### config.mk
export PLATFORM = sky130hd
export DESIGN_NAME = ttl_quad_gate_tester
export DESIGN_NICKNAME = d
export VERILOG_FILES = /design/src/rtl/ttl_quad_gate_tester_pkg.sv /design/src/rtl/ttl_quad_gate_tester_gate_expect.sv /design/src/rtl/ttl_quad_gate_tester.sv
export SDC_FILE = /design/constraint.sdc
export NUM_CORES = 1
export LEC_CHECK = 0
export ABC_AREA = 1
export CAP_MARGIN = 20
export CELL_PAD_IN_SITES_DETAIL_PLACEMENT = 1
export CELL_PAD_IN_SITES_GLOBAL_PLACEMENT = 1
export CORE_MARGIN = 5
export CORE_UTILIZATION = 39
export CTS_CLUSTER_DIAMETER = 100
export DETAILED_ROUTE_END_ITERATION = 12
export DONT_BUFFER_PORTS = 1
export HOLD_SLACK_MARGIN = 0.06
export PLACE_DENSITY_LB_ADDON = 0.1
export SETUP_SLACK_MARGIN = 0.4
export SYNTH_ARGS = -nofsm -noshare
export SYNTH_HDL_FRONTEND = slang
export SYNTH_SLANG_ARGS = --single-unit
### constraint.sdc
create_clock -name clock -period 5.2 [get_ports clock]
set_input_delay 1.04 -clock clock [delete_from_list [all_inputs] [get_ports clock]]
set_output_delay 1.04 -clock clock [all_outputs]
set_load 0.01 [all_outputs]
### src/rtl/ttl_quad_gate_tester_pkg.sv
// Shared types and constants for the quad 2-input gate tester: sweep states,
// last-vector marker and truth tables for the common 74xx quad gates.
package tester_pkg;

    typedef enum logic [1:0] {
        ST_IDLE   = 2'd0,
        ST_SETTLE = 2'd1,
        ST_SAMPLE = 2'd2,
        ST_DONE   = 2'd3
    } state_t;

    localparam logic [7:0] VEC_LAST = 8'hFF;

    // Indexed as truth[{b,a}]
    localparam logic [3:0] TT_NAND = 4'b0111;
    localparam logic [3:0] TT_AND  = 4'b1000;
    localparam logic [3:0] TT_OR   = 4'b1110;
    localparam logic [3:0] TT_XOR  = 4'b0110;

endpackage

### src/rtl/ttl_quad_gate_tester_gate_expect.sv
// Combinational expected-output generator: looks up each gate's pin pair
// in the programmable truth table.
module gate_expect (
    input  logic [7:0] drv,
    input  logic [3:0] truth,
    output logic [3:0] expected
);

    generate
        for (genvar gi = 0; gi < 4; gi++) begin : g_gate
            assign expected[gi] = truth[drv[2*gi+1 -: 2]];
        end
    endgenerate

endmodule

### src/rtl/ttl_quad_gate_tester.sv
// Sweeps all 256 input-pin combinations of a quad 2-input gate chip and
// checks its outputs. Define TESTER_SENSE_SYNC_EN to double-flop sense.
module ttl_quad_gate_tester
    import tester_pkg::*;
#(
    parameter int SETTLE_CYCLES = 4
) (
    input  logic       clock,
    input  logic       resetn,
    input  logic       start,
    input  logic [3:0] truth,
    output logic [7:0] drv,
    input  logic [3:0] sense,
    output logic       busy,
    output logic       done,
    output logic       pass,
    output logic [3:0] fail_mask,
    output logic [7:0] first_fail_vec,
    output logic [8:0] fail_count
);

`ifdef TESTER_SENSE_SYNC_EN
    // Two extra settle cycles cover the synchronizer latency
    localparam int SETTLE_TOTAL = SETTLE_CYCLES + 2;
`else
    localparam int SETTLE_TOTAL = SETTLE_CYCLES;
`endif
    localparam int CNT_W = $clog2(SETTLE_TOTAL) + 1;
    localparam logic [CNT_W-1:0] CNT_LAST = CNT_W'(SETTLE_TOTAL - 1);

    state_t           state_q, state_d;
    logic [7:0]       vec_q, vec_d;
    logic [CNT_W-1:0] cnt_q, cnt_d;
    logic [3:0]       fail_mask_q, fail_mask_d;
    logic [7:0]       first_fail_q, first_fail_d;
    logic [8:0]       fail_count_q, fail_count_d;
    logic [3:0]       expected;
    logic [3:0]       sense_use;
    logic [3:0]       mismatch;

`ifdef TESTER_SENSE_SYNC_EN
    logic [3:0] sense_meta_q, sense_meta_d;
    logic [3:0] sense_sync_q, sense_sync_d;

    always_comb begin
        sense_meta_d = sense;
        sense_sync_d = sense_meta_q;
    end

    always_ff @(posedge clock) begin
        if (!resetn) begin
            sense_meta_q <= '0;
            sense_sync_q <= '0;
        end else begin
            sense_meta_q <= sense_meta_d;
            sense_sync_q <= sense_sync_d;
        end
    end

    assign sense_use = sense_sync_q;
`else
    assign sense_use = sense;
`endif

    gate_expect u_expect (
        .drv      (vec_q),
        .truth    (truth),
        .expected (expected)
    );

    assign mismatch = sense_use ^ expected;

    always_comb begin
        state_d      = state_q;
        vec_d        = vec_q;
        cnt_d        = cnt_q;
        fail_mask_d  = fail_mask_q;
        first_fail_d = first_fail_q;
        fail_count_d = fail_count_q;

        case (state_q)
            ST_IDLE, ST_DONE: begin
                if (start) begin
                    state_d      = ST_SETTLE;
                    vec_d        = '0;
                    cnt_d        = '0;
                    fail_mask_d  = '0;
                    first_fail_d = '0;
                    fail_count_d = '0;
                end
            end
            ST_SETTLE: begin
                if (cnt_q == CNT_LAST) begin
                    state_d = ST_SAMPLE;
                    cnt_d   = '0;
                end else begin
                    cnt_d = cnt_q + 1'b1;
                end
            end
            ST_SAMPLE: begin
                if (|mismatch) begin
                    fail_mask_d  = fail_mask_q | mismatch;
                    fail_count_d = fail_count_q + 9'd1;
                    if (fail_count_q == 9'd0) begin
                        first_fail_d = vec_q;
                    end
                end
                // vec stays at 8'hFF in DONE, which is the required drive
                if (vec_q == VEC_LAST) begin
                    state_d = ST_DONE;
                end else begin
                    vec_d   = vec_q + 8'd1;
                    cnt_d   = '0;
                    state_d = ST_SETTLE;
                end
            end
            default: state_d = ST_IDLE;
        endcase
    end

    always_ff @(posedge clock) begin
        if (!resetn) begin
            state_q      <= ST_IDLE;
            vec_q        <= '0;
            cnt_q        <= '0;
            fail_mask_q  <= '0;
            first_fail_q <= '0;
            fail_count_q <= '0;
        end else begin
            state_q      <= state_d;
            vec_q        <= vec_d;
            cnt_q        <= cnt_d;
            fail_mask_q  <= fail_mask_d;
            first_fail_q <= first_fail_d;
            fail_count_q <= fail_count_d;
        end
    end

    assign drv            = vec_q;
    assign busy           = (state_q == ST_SETTLE) || (state_q == ST_SAMPLE);
    assign done           = (state_q == ST_DONE);
    assign pass           = done && (fail_count_q == 9'd0);
    assign fail_mask      = fail_mask_q;
    assign first_fail_vec = first_fail_q;
    assign fail_count     = fail_count_q;

endmodule

Word-level counts from Yosys, hierarchy flattened
Cells that the tools add are included.
- add/subtract/negate cells: 3
- order comparisons: 4
- eq/ne operators: 10
- mux-type cells: 28
- bitwise gates (word level): 2
- reduce and logical (&&, ||, !) cells: 12
- operators with widths (operator ; count):
    $mux 8 ; 4
    $pmux 8 s2 ; 2
    $mux 9 ; 2
    $pmux 9 s2 ; 1
    $lt 2x3->1 const B ; 4
    $ne 2x2->1 const B ; 5
    $add 9x1->9 const B ; 1
    $logic_not 9->1 ; 1
    $mux 3 ; 3
    $pmux 3 s3 ; 1
    $add 8x1->8 const B ; 1
    $bmux 1 s2 ; 4
    $eq 8x8->1 const B ; 1
    $mux 4 ; 2
    $pmux 4 s2 ; 1
    $mux 2 ; 3
    $pmux 2 s3 ; 1
    $reduce_and 3->1 ; 2
    $eq 2x2->1 const B ; 2
    $mux 1 ; 4
    $or 4x4->4 ; 1
    $reduce_and 2->1 ; 2
    $reduce_and 4->1 ; 1
    $reduce_or 4->1 ; 1
    other kinds (9) ; 9
- flip-flop bits (word level): 34
- input bits: 11
- output and inout bits: 32

Depth between registers and ports, before layout
Gate-level depths: netlist (run 1).
- depth in word-level cells: 6
- gate-level depth with buffers: 13

Hierarchy
A second synthesis (run 1) with hierarchy kept.
- cells, all modules: 373
- area, all modules: 2199.6 sq um
- modules (own cells, without submodules) (module ; instances ; cells each ; area an instance (sq um) ; seq. area each (sq um)):
    ttl_quad_gate_tester ; 1 ; 333 ; 2039.5 ; 680.7
    gate_expect ; 1 ; 40 ; 160.2 ; 0.0

Least setup slack after synthesis (run 1)
OpenSTA, ideal clock, no wires.
- kind: input -> register
- start point: input port truth[1]
- end point: register fail_mask_q[3], in the netlist fail_mask[3]
- setup time: 0.141 ns
- data arrival time: 1.920 ns
- data required time: 5.059 ns
- path slack: 3.139 ns
- cell stages on the path: 10
- buffers on the path: 1
- cells stage by stage: nand2_1 -> nand3_1 -> nand2_1 -> nand2_1 -> nand2_1 -> nor2_1 -> nand3_4 -> buf_6 -> nand3b_1 -> a21oi_1
- word-level cells in the longest chain between the ends: 6
- elaborated cells on any way between the ends: 15
- RTL lines (element ; RTL line ; text):
    start: declaration ; ttl_quad_gate_tester.sv:11 ; input logic [3:0] truth,
    $bmux 1 s2 ; ttl_quad_gate_tester_gate_expect.sv:11 ; assign expected[gi] = truth[drv[2*gi+1 -: 2]];
    $mux 1 (implied by the code) ; ttl_quad_gate_tester_gate_expect.sv:11 ;
    $xor 4x4->4 (*) ; ttl_quad_gate_tester.sv:71 ; assign mismatch = sense_use ^ expected;
    $reduce_or 4->1 / $or 4x4->4 (equally long branches) ; ttl_quad_gate_tester.sv:101, ttl_quad_gate_tester.sv:102 ;
    $ne 2x2->1 (no line) / $mux 4 (equally long branches) ; - ;
    $reduce_and 3->1 (no line) / $pmux 4 s2 (equally long branches) ; - ;
    end signal: assignment ; ttl_quad_gate_tester.sv:133 ; fail_mask_q <= fail_mask_d;
    end: declaration ; ttl_quad_gate_tester.sv:34 ; logic [3:0] fail_mask_q, fail_mask_d;
Every way passes the cells marked *; elsewhere a longest branch is shown, timed or not. The select of a mux whose other input is x is not followed.
A chain may end at the register's enable or synchronous reset.

Worst setup path in the final report (run 1)
- start point: register state_q[0]
- end point: register vec_q[7], in the netlist drv[7]
- word-level cells in the longest chain between the ends: 4
- elaborated cells on any way between the ends: 9
- RTL lines (element ; RTL line ; text):
    start: declaration ; ttl_quad_gate_tester.sv:31 ; state_t state_q, state_d;
    start signal: assignment ; ttl_quad_gate_tester.sv:130 ; state_q <= state_d;
    $eq 2x2->1 / $logic_not 2->1 (equally long branches) ; ttl_quad_gate_tester.sv:81 ; case (state_q)
    $reduce_or 2->1 ; ttl_quad_gate_tester.sv:81 ;
    $ne 2x2->1 (no line) / $reduce_bool 2->1 (equally long branches) ; - ;
    $reduce_and 3->1 (no line) ; - ;
    end signal: assignment ; ttl_quad_gate_tester.sv:131 ; vec_q <= vec_d;
    end: declaration ; ttl_quad_gate_tester.sv:32 ; logic [7:0] vec_q, vec_d;
Parallel ways exist; a longest one is shown, timed or not.

==> impl_results.md, run 1 <==
- Fillers: 681
- Synth warn: 0
- Row count: 26
- Final worst path period need: 2850 ps
- Post-route ant nets: 0
- Synth unique cells: 29
- Post-placement cell area: 0.00205 mm²
- Post-Syn Instances: ~310
- Width of the die: just over 80 µm
- WP data required: 5380 ps
- Commonest non-fill, non-tap cells in the layout: nand2_1, inv_1, dfxtp_1, nor2_1, nand3_1
- Remaining Overflow, GRT: 0
- Static leakage: 0.943 nW
- Synthesized Nets: 326
- Most frequent CP cell: nor2_1
- Slowest CP cell: nor2_2
- Switching Share: 40.2%
- Htree depth: 2
- Post-synth top flop: dfxtp_1
- P per Cell Area: between 300 and 400 mW/mm²
- Drt first-iter violations: 65
- CTS tree: built
- Final Max Tran Viols: 0
- DRC Markers: 0
- Crit path buf inv count: 2
- Die area: ~0.0067 mm²
- Clock Power Share: between 20% and 30%
- Pint: 0.496 mW
- Cell Area, Synth: 0.00200 mm²
- Sequential power share: 43.7%
- Final wirelength: 5240 µm
- GR Util All Layers: 17.6%
- Hold WC Path Type: flop to flop
- Vias in the first global route: approximately 1900
- Setup Total Neg Slack: 0 ps
- Vias/cell: roughly 5
- Clock tree sinks: 34
- Vias: approximately 1900
- Clk_lat worst skew: 290 ps
- Fin nets: 326
- Critical Path Start Type: flop
- Placer Congestion: 0.758
- Port Buf Inserts: 0
- Share of cells above drive strength 1: 7.79%
- First-pass GRT wire length: between 9000 and 10000 µm
- Synth Register Bits: 34
- Hold_buf cts: 0
- Largest net degree at the start of global routing: 23
- CP top delay family: simple AND/OR/NAND/NOR gates
- Worst Max-Slew Pin Slew: 976 ps
- Post-cts gate resize count: 0
- Cells along the critical path: inv_1, ha_1, inv_1, nor2_1, nor2_2, nand2_1, nor2_1, nand2_1, nor2_1, nand3_1, nand2_1, nor2_1
- Number of antenna violations at the first check in global routing: 0
- Reg2reg start: state_q[0]
- Worst VDD drop: 0.151 mV
- I/O pin cnt: 43
- Routed wire per std cell: 13.9 µm
- Period utilization: between 50% and 60%
- CP max FO: 22
- Worst path max stage delay: 740 ps
- CP Launch Point: state_q[0]
- Max Freq: 350 MHz
- Max-Cap Viols: 0
- Setup bufs post-CTS: 0
- Asr flop ratio synth: 0%
- Rel. slew slack: 34.9%
- Sequential area share after synthesis: 34.1%
- Setup violators final: 0
- Hold path start: cnt_q[2]
- Critical path class: flop to flop
- First drt pass iteration count: 4
- Root Driver: clkbuf_8
- Final Skew: 6.52 ps
- Setup crit end kind: flop
- Core region area: roughly 0.0050 mm²
- Commonest non-fill, non-tap cell in the layout: nand2_1
- Num CTS Buffers: 5
- RSZ-0062 raised after global routing: no
- Dpl hpwl: 3990 µm
- Outcome: finished, final reports clean
- Starting Density: 39.6%
- Max Buffers Root-to-Sink: 2
- Chip height: 81.6 µm
- Crit path DAT: 3040 ps
- Antenna fix cells: 0
- Part of the power in combinational logic: 31.1%
- Area Overhead vs Synth: 7.27%
- NetSw: 0.333 mW
- Avg Cell Area, Syn: 6.50 µm²
- Finished Cell Area: 0.00214 mm²
- Post-synth EDFFs: 0
- Fin. Hold Viols: 0
- CTS clock-pin slew for the worst setup and hold paths: about 70 ps
-- per-stage QoR --
stage	util, %	cells	setup slack (ps)	total power [mW]	hold slack (ps)
2_1_floorplan	-	307	3140	0.571	429
3_3_place_gp	40.6	370	2300	0.625	444
3_5_place_dp	40.6	370	2240	0.634	443
4_1_cts	42.5	378	2320	0.849	459
5_1_grt	42.5	378	1930	0.910	500
6_report	42.5	378	2350	0.829	457
-- layer usage --
metal	wire, µm	global-route usage, %	vias to the layer above
met5	0	0	-
met4	27	5.07	0
met3	329	5.81	2
met2	2690	31.2	30
met1	2200	19.9	869
li1	-	-	963
-- path summary, 6_finish.rpt --
| kind | end | slack, ps | depth (start not counted) |
|---|---|---|---|
| max | drv[7] | 2350 | 12 |
| min | cnt_q[2] | 460 | 2 |
| max reg2reg | drv[7] | 2350 | 12 |
| min reg2reg | cnt_q[2] | 460 | 2 |
-- flip-flops by register name (all words and copies together) (netlist names) --
register / flops
fail_mask: 4
first_fail_vec: 8
drv: 8
state_q: 2
cnt_q: 3
fail_count: 9
-- power groups by stage --
stage	Clock, mW	Combinational (mW)	Sequential [mW]
after CTS	0.220	0.265	0.364
after detailed placement	0	0.263	0.371
final	0.209	0.258	0.362
after floorplan	0	0.215	0.356
after global placement	0	0.256	0.369
after global routing	0.234	0.306	0.370
-- cell type report --
type / count / area [µm²] / area share (%)
clock buffer: 6 / 82.6 / 3.86
clock inverter: 2 / 12.5 / 0.584
inverter: 55 / 206 / 9.64
multi-input combinational: 211 / 1070 / 50.1
sequential: 34 / 681 / 31.8
tap: 70 / 87.6 / 4.09
-- cell usage after synthesis, drive strengths merged, types with 2 or more instances --
cell,n,area (µm²)
nand4,9,56.3
dfxtp,34,681
ha,8,100
clkbuf,3,11.3
nor2,33,136
nand3b,3,22.5
nor3,5,25.0
inv,55,206
a211oi,2,15.0
a21oi,21,105
nand2,84,325
nor3b,2,15.0
nand3,28,163
xor2,2,25.0
buf,4,26.3
o21ai,10,50.0
-- cell families after synthesis --
kind of cell    Yosys count  synth area share (%)
fa+ha+maj                 8                  5.01
xor+xnor                  3                  1.69
compound gates           36                  9.77
simple gates            164                  37.2
flops                    34                  34.1
buf+inv                  62                  12.2
-- tightest hold or removal path: cells and delay by family, from the launching register on --
kind / cells / cell delay [ps]
flops: 1 / 320
simple gates: 1 / 70
buf+inv: 1 / 30
(Power assumes the default switching activity.)
==> run 2, diff against run 1 <==
- clock period: 5.2 -> 2.65 ns (I/O delays scaled with it)
==> impl_results.md, run 2 (synthesis results as in run 1) <==
- Pint: 0.991 mW
- DRC Markers: 0
- Worst Max-Slew Pin Slew: between 300 and 400 ps
- Post-placement cell area: 0.00207 mm²
- Drt first-iter violations: 41
- Setup bufs post-CTS: 0
- Num CTS Buffers: 5
- Post-route ant nets: 0
- Fin. Hold Viols: 0
- Clock tree sinks: 34
- Final wirelength: about 5100 µm
- Setup Total Neg Slack: 0 ps
- DP Cell Count: 373
- Largest net degree at the start of global routing: 22
- Fin Hold WS: approximately 370 ps
- Vias: 1844
- First drt pass iteration count: 4
- Remaining Overflow, GRT: 0
- GR Util All Layers: 17.0%
- Fin nets: 329
- Period utilization: 79.5%
- Htree depth: 2
- Hold path start: resetn
- Crit path DAT: ~1600 ps
- Area Overhead vs Synth: 8.52%
- Commonest non-fill, non-tap cell in the layout: nand2_1
- Setup crit end kind: output port
- Max Buffers Root-to-Sink: 2
- Number of antenna violations at the first check in global routing: 0
- Finished Cell Area: 0.00217 mm²
- Core region area: between 0.005 and 0.006 mm²
- CP max FO: 6
- Clk_lat worst skew: about 280 ps
- Worst VDD drop: 0.265 mV
- Dpl hpwl: 3990 µm
- P per Cell Area: 755 mW/mm²
- Core Util, Final: 43.0%
- Part of the power in combinational logic: 32.4%
- Port Buf Inserts: 0
- Reg area: slightly below 700 µm²
- NetSw: 0.646 mW
- Routed wire per std cell: roughly 13 µm
- CTS clock-pin slew for the worst setup and hold paths: 70 ps
- Setup violators final: 0
- Pre-CTS WS: 611 ps
- Final Skew: 4.19 ps
- Cells along the critical path: inv_1, ha_1, nand2_1, nor3_1, nand4_1, nor2_1
- Final worst slack: 542 ps
- WP data required: 2120 ps
- CP top delay family: simple AND/OR/NAND/NOR gates
- Hold_buf cts: 0
- Width of the die: between 80 and 90 µm
- Switching Share: 39.5%
- CTS tree: built
- Rel. slew slack: roughly 77%
- I/O pin cnt: between 40 and 50
- Critical Path Start Type: flop
- Root Driver: clkbuf_8
- Final worst path period need: approximately 2100 ps
- Slowest CP cell: dfxtp_1
- Commonest non-fill, non-tap cells in the layout: nand2_1, inv_1, dfxtp_1, nor2_1, nand3_1
- Crit path buf inv count: 1
- Multi-input logic area: about 0.0011 mm²
- Max-Cap Viols: 0
- Share of cells above drive strength 1: 8.68%
- Vias in the first global route: 1872
- Hold WC Path Type: input port to flop
- Placer Congestion: between 0.7 and 0.8
- Total power: 1.64 mW
- Worst path max stage delay: 400 ps
- Final Max Tran Viols: 0
- Max Freq: roughly 470 MHz
- Row count: 26
- Outcome: finished, final reports clean
- Sequential power share: 43.3%
- Fillers: between 600 and 700
- Vias/cell: 4.84
- Cell Count, Final, Fillers Out: 381
- Clock Power Share: around a quarter
- Starting Density: 39.6%
- Reg2reg start: state_q[0]
- RSZ-0062 raised after global routing: no
- Largest register FFs: 9
- Critical path class: flop to output port
- Chip height: around 80 µm
- Die area: between 0.006 and 0.007 mm²
- Static leakage: 0.960 nW
- First-pass GRT wire length: 8880 µm
- CP Launch Point: fail_count[0]
- Antenna fix cells: 0
==> run 2: path summary, 6_finish.rpt <==
kind | slack (ps) | cells past startpoint | endpoint
max reg2reg | 660 | 13 | drv[7]
min | 370 | 2 | first_fail_vec[0]
min reg2reg | 460 | 2 | cnt_q[2]
max | 540 | 6 | pass
==> run 2: layer usage <==
| metal | routed length, µm | track usage [%] |
|---|---|---|
| met1 | 2300 | 20.1 |
| met2 | 2500 | 29.9 |
| met3 | 285 | 5.48 |
| met4 | 25 | 4.05 |
| met5 | 0 | 0 |
==> run 2: area by class of cell <==
| type | instances | share of cell area [%] |
|---|---|---|
| flip-flops and latches | 34 | 31.4 |
| well taps | 70 | 4.04 |
| multi-input cells | 211 | 49.6 |
| repair buffers | 3 | 1.21 |
| clock buffers | 7 | 3.98 |
| inverters | 55 | 9.53 |
| clock inverters | 1 | 0.231 |
==> run 2: power by group through the flow <==
stage | Sequential [mW] | Clock, mW | Combinational, mW
global route | 0.726 | 0.442 | 0.625
floorplan | 0.699 | 0 | 0.423
detailed placement | 0.726 | 0 | 0.534
global placement | 0.723 | 0 | 0.516
CTS | 0.714 | 0.419 | 0.537
finish | 0.709 | 0.397 | 0.530
==> run 2: timing repair <==
item,CTS,global route
endpoints found under the setup margin,0,2
resized for setup,0,2
hold endpoints to repair,0,0
==> run 3, diff against run 2 <==
- clock period: 2.65 -> 2.16 ns (I/O delays scaled with it)
==> impl_results.md, run 3 (synthesis results as in run 1) <==
- Chip height: slightly above 80 µm
- Area Overhead vs Synth: 22.2%
- Hold_buf cts: 0
- RSZ-0062 raised after global routing: yes
- Routed wire per std cell: roughly 15 µm
- Cells along the critical path: inv_4, ha_4, nand2_2, nor3_2, nand4_1, nor2_2
- Core Util, Final: 48.4%
- Cell Count, Final, Fillers Out: 398
- Clock tree sinks: 34
- Setup violators final: 0
- CTS tree: built
- P per Cell Area: 931 mW/mm²
- Final worst path period need: between 1500 and 2000 ps
- Crit path buf inv count: 1
- Dpl hpwl: slightly above 4000 µm
- Fin nets: 346
- Remaining Overflow, GRT: 0
- Total power: 2.27 mW
- Critical path class: flop to output port
- Fillers: 666
- Worst path max stage delay: 380 ps
- Row count: 26
- Largest register FFs: 9
- DR WL met2: 2950 µm
- DRC Markers: 0
- Top Layer Used: met4
- Htree depth: 2
- Outcome: finished, final reports clean
- Width of the die: 81.6 µm
- GR Util All Layers: a little under a fifth
- Critical Path Start Type: flop
- Share of cells above drive strength 1: 24.1%
- Final Max Tran Viols: 0
- Placer Congestion: 0.753
- Static leakage: 1.06 nW
- Vias in the first global route: a little over 2000
- Vias/cell: 5.01
- Port Buf Inserts: 0
- Number of antenna violations at the first check in global routing: 0
- First drt pass iteration count: 4
- Core region area: 0.00504 mm²
- Fin. Hold Viols: 0
- Period utilization: 82.6%
- Metal3 WL: roughly 330 µm
- Clk_lat worst skew: approximately 290 ps
- CTS clock-pin slew for the worst setup and hold paths: 80 ps
- Root Driver: clkbuf_8
- Final Skew: roughly 8.7 ps
- Max-Cap Viols: 0
- CP top delay family: simple AND/OR/NAND/NOR gates
- Slowest CP cell: dfxtp_4
- Commonest non-fill, non-tap cells in the layout: nand2_1, inv_1, nand3_1, dfxtp_1, nor2_1
- Drt first-iter violations: 69
- Setup Total Neg Slack: 0 ps
- Post-route ant nets: 0
- Starting Density: 39.6%
- Crit path DAT: 1350 ps
- Worst Max-Slew Pin Slew: 368 ps
- Max Freq: 561 MHz
- Hold WC Path Type: input port to flop
- Vias: roughly 2000
- First-pass GRT wire length: around 9500 µm
- Sum of routed wire segments on met1: about 2500 µm
- Antenna fix cells: 0
- Commonest non-fill, non-tap cell in the layout: nand2_1
- Rel. slew slack: about three quarters
- Max Buffers Root-to-Sink: 2
- Final wirelength: 5780 µm
- WP data required: 1730 ps
- Worst VDD drop: 0.321 mV
- CP max FO: 6
- Largest net degree at the start of global routing: 19
- Num CTS Buffers: 5
- Setup crit end kind: output port
- DP Cell Count: 377
- Die area: 0.00665 mm²
- Fin Hold WS: 251 ps
- I/O pin cnt: 43
-- run 3: cell types whose count changed in the layout (fill, tap and decap cells not counted), moves of 4 or more --
| cell | before | now |
|---|---|---|
| buf_4 | 2 | 18 |
| dfxtp_1 | 34 | 23 |
| dfxtp_2 | 0 | 7 |
| nor2_1 | 27 | 21 |
| inv_1 | 50 | 45 |
| nand2_1 | 82 | 77 |
| dfxtp_4 | 0 | 4 |
| nand2_2 | 1 | 5 |
-- run 3: path summary, 6_finish.rpt --
| kind | startpoint | endpoint | slack (ps) | cells past startpoint |
|---|---|---|---|---|
| worst max register to register | state_q[0] | fail_mask[1] | 500 | 8 |
| worst min register to register | cnt_q[2] | cnt_q[2] | 460 | 2 |
| worst min-delay path | resetn | first_fail_vec[3] | 250 | 2 |
| worst max-delay path | fail_count[0] | pass | 380 | 6 |
-- run 3: final cells by class --
type / instances / area [µm²] / area share [%]
clock buffers: 6 / 82.6 / 3.38
clock inverters: 2 / 12.5 / 0.513
inverters: 55 / 211 / 8.67
multi-input cells: 211 / 1180 / 48.5
flip-flops and latches: 34 / 704 / 28.9
well taps: 70 / 87.6 / 3.59
repair buffers: 20 / 158 / 6.46
-- run 3: repair_timing --
item,4_1_cts,5_1_grt
setup buffers,8,5
endpoints found under the setup margin,29,31
hold endpoints to repair,0,0
gates cloned,0,0
resized for setup,24,27
pin swaps,6,10
-- run 3: metal layers --
metal | vias up | global-route usage [%]
met5 | - | 0
met4 | 0 | 4.05
met3 | 5 | 5.37
met2 | 33 | 32.7
met1 | 948 | 21.4
li1 | 1006 | -
-- run 3: power breakdown --
part / internal (mW) / switching, mW
Combinational: 0.366 / 0.514
Clock: 0.257 / 0.266
Sequential: 0.736 / 0.134
Total: 1.36 / 0.914
-- run 3: per-stage QoR --
step | worst slack [ps] | cell area, µm²
after floorplan | 382 | 2000
after global placement | 186 | 2110
after detailed placement | 120 | 2110
after CTS | 276 | 2330
after global routing | 299 | 2440
final | 376 | 2440
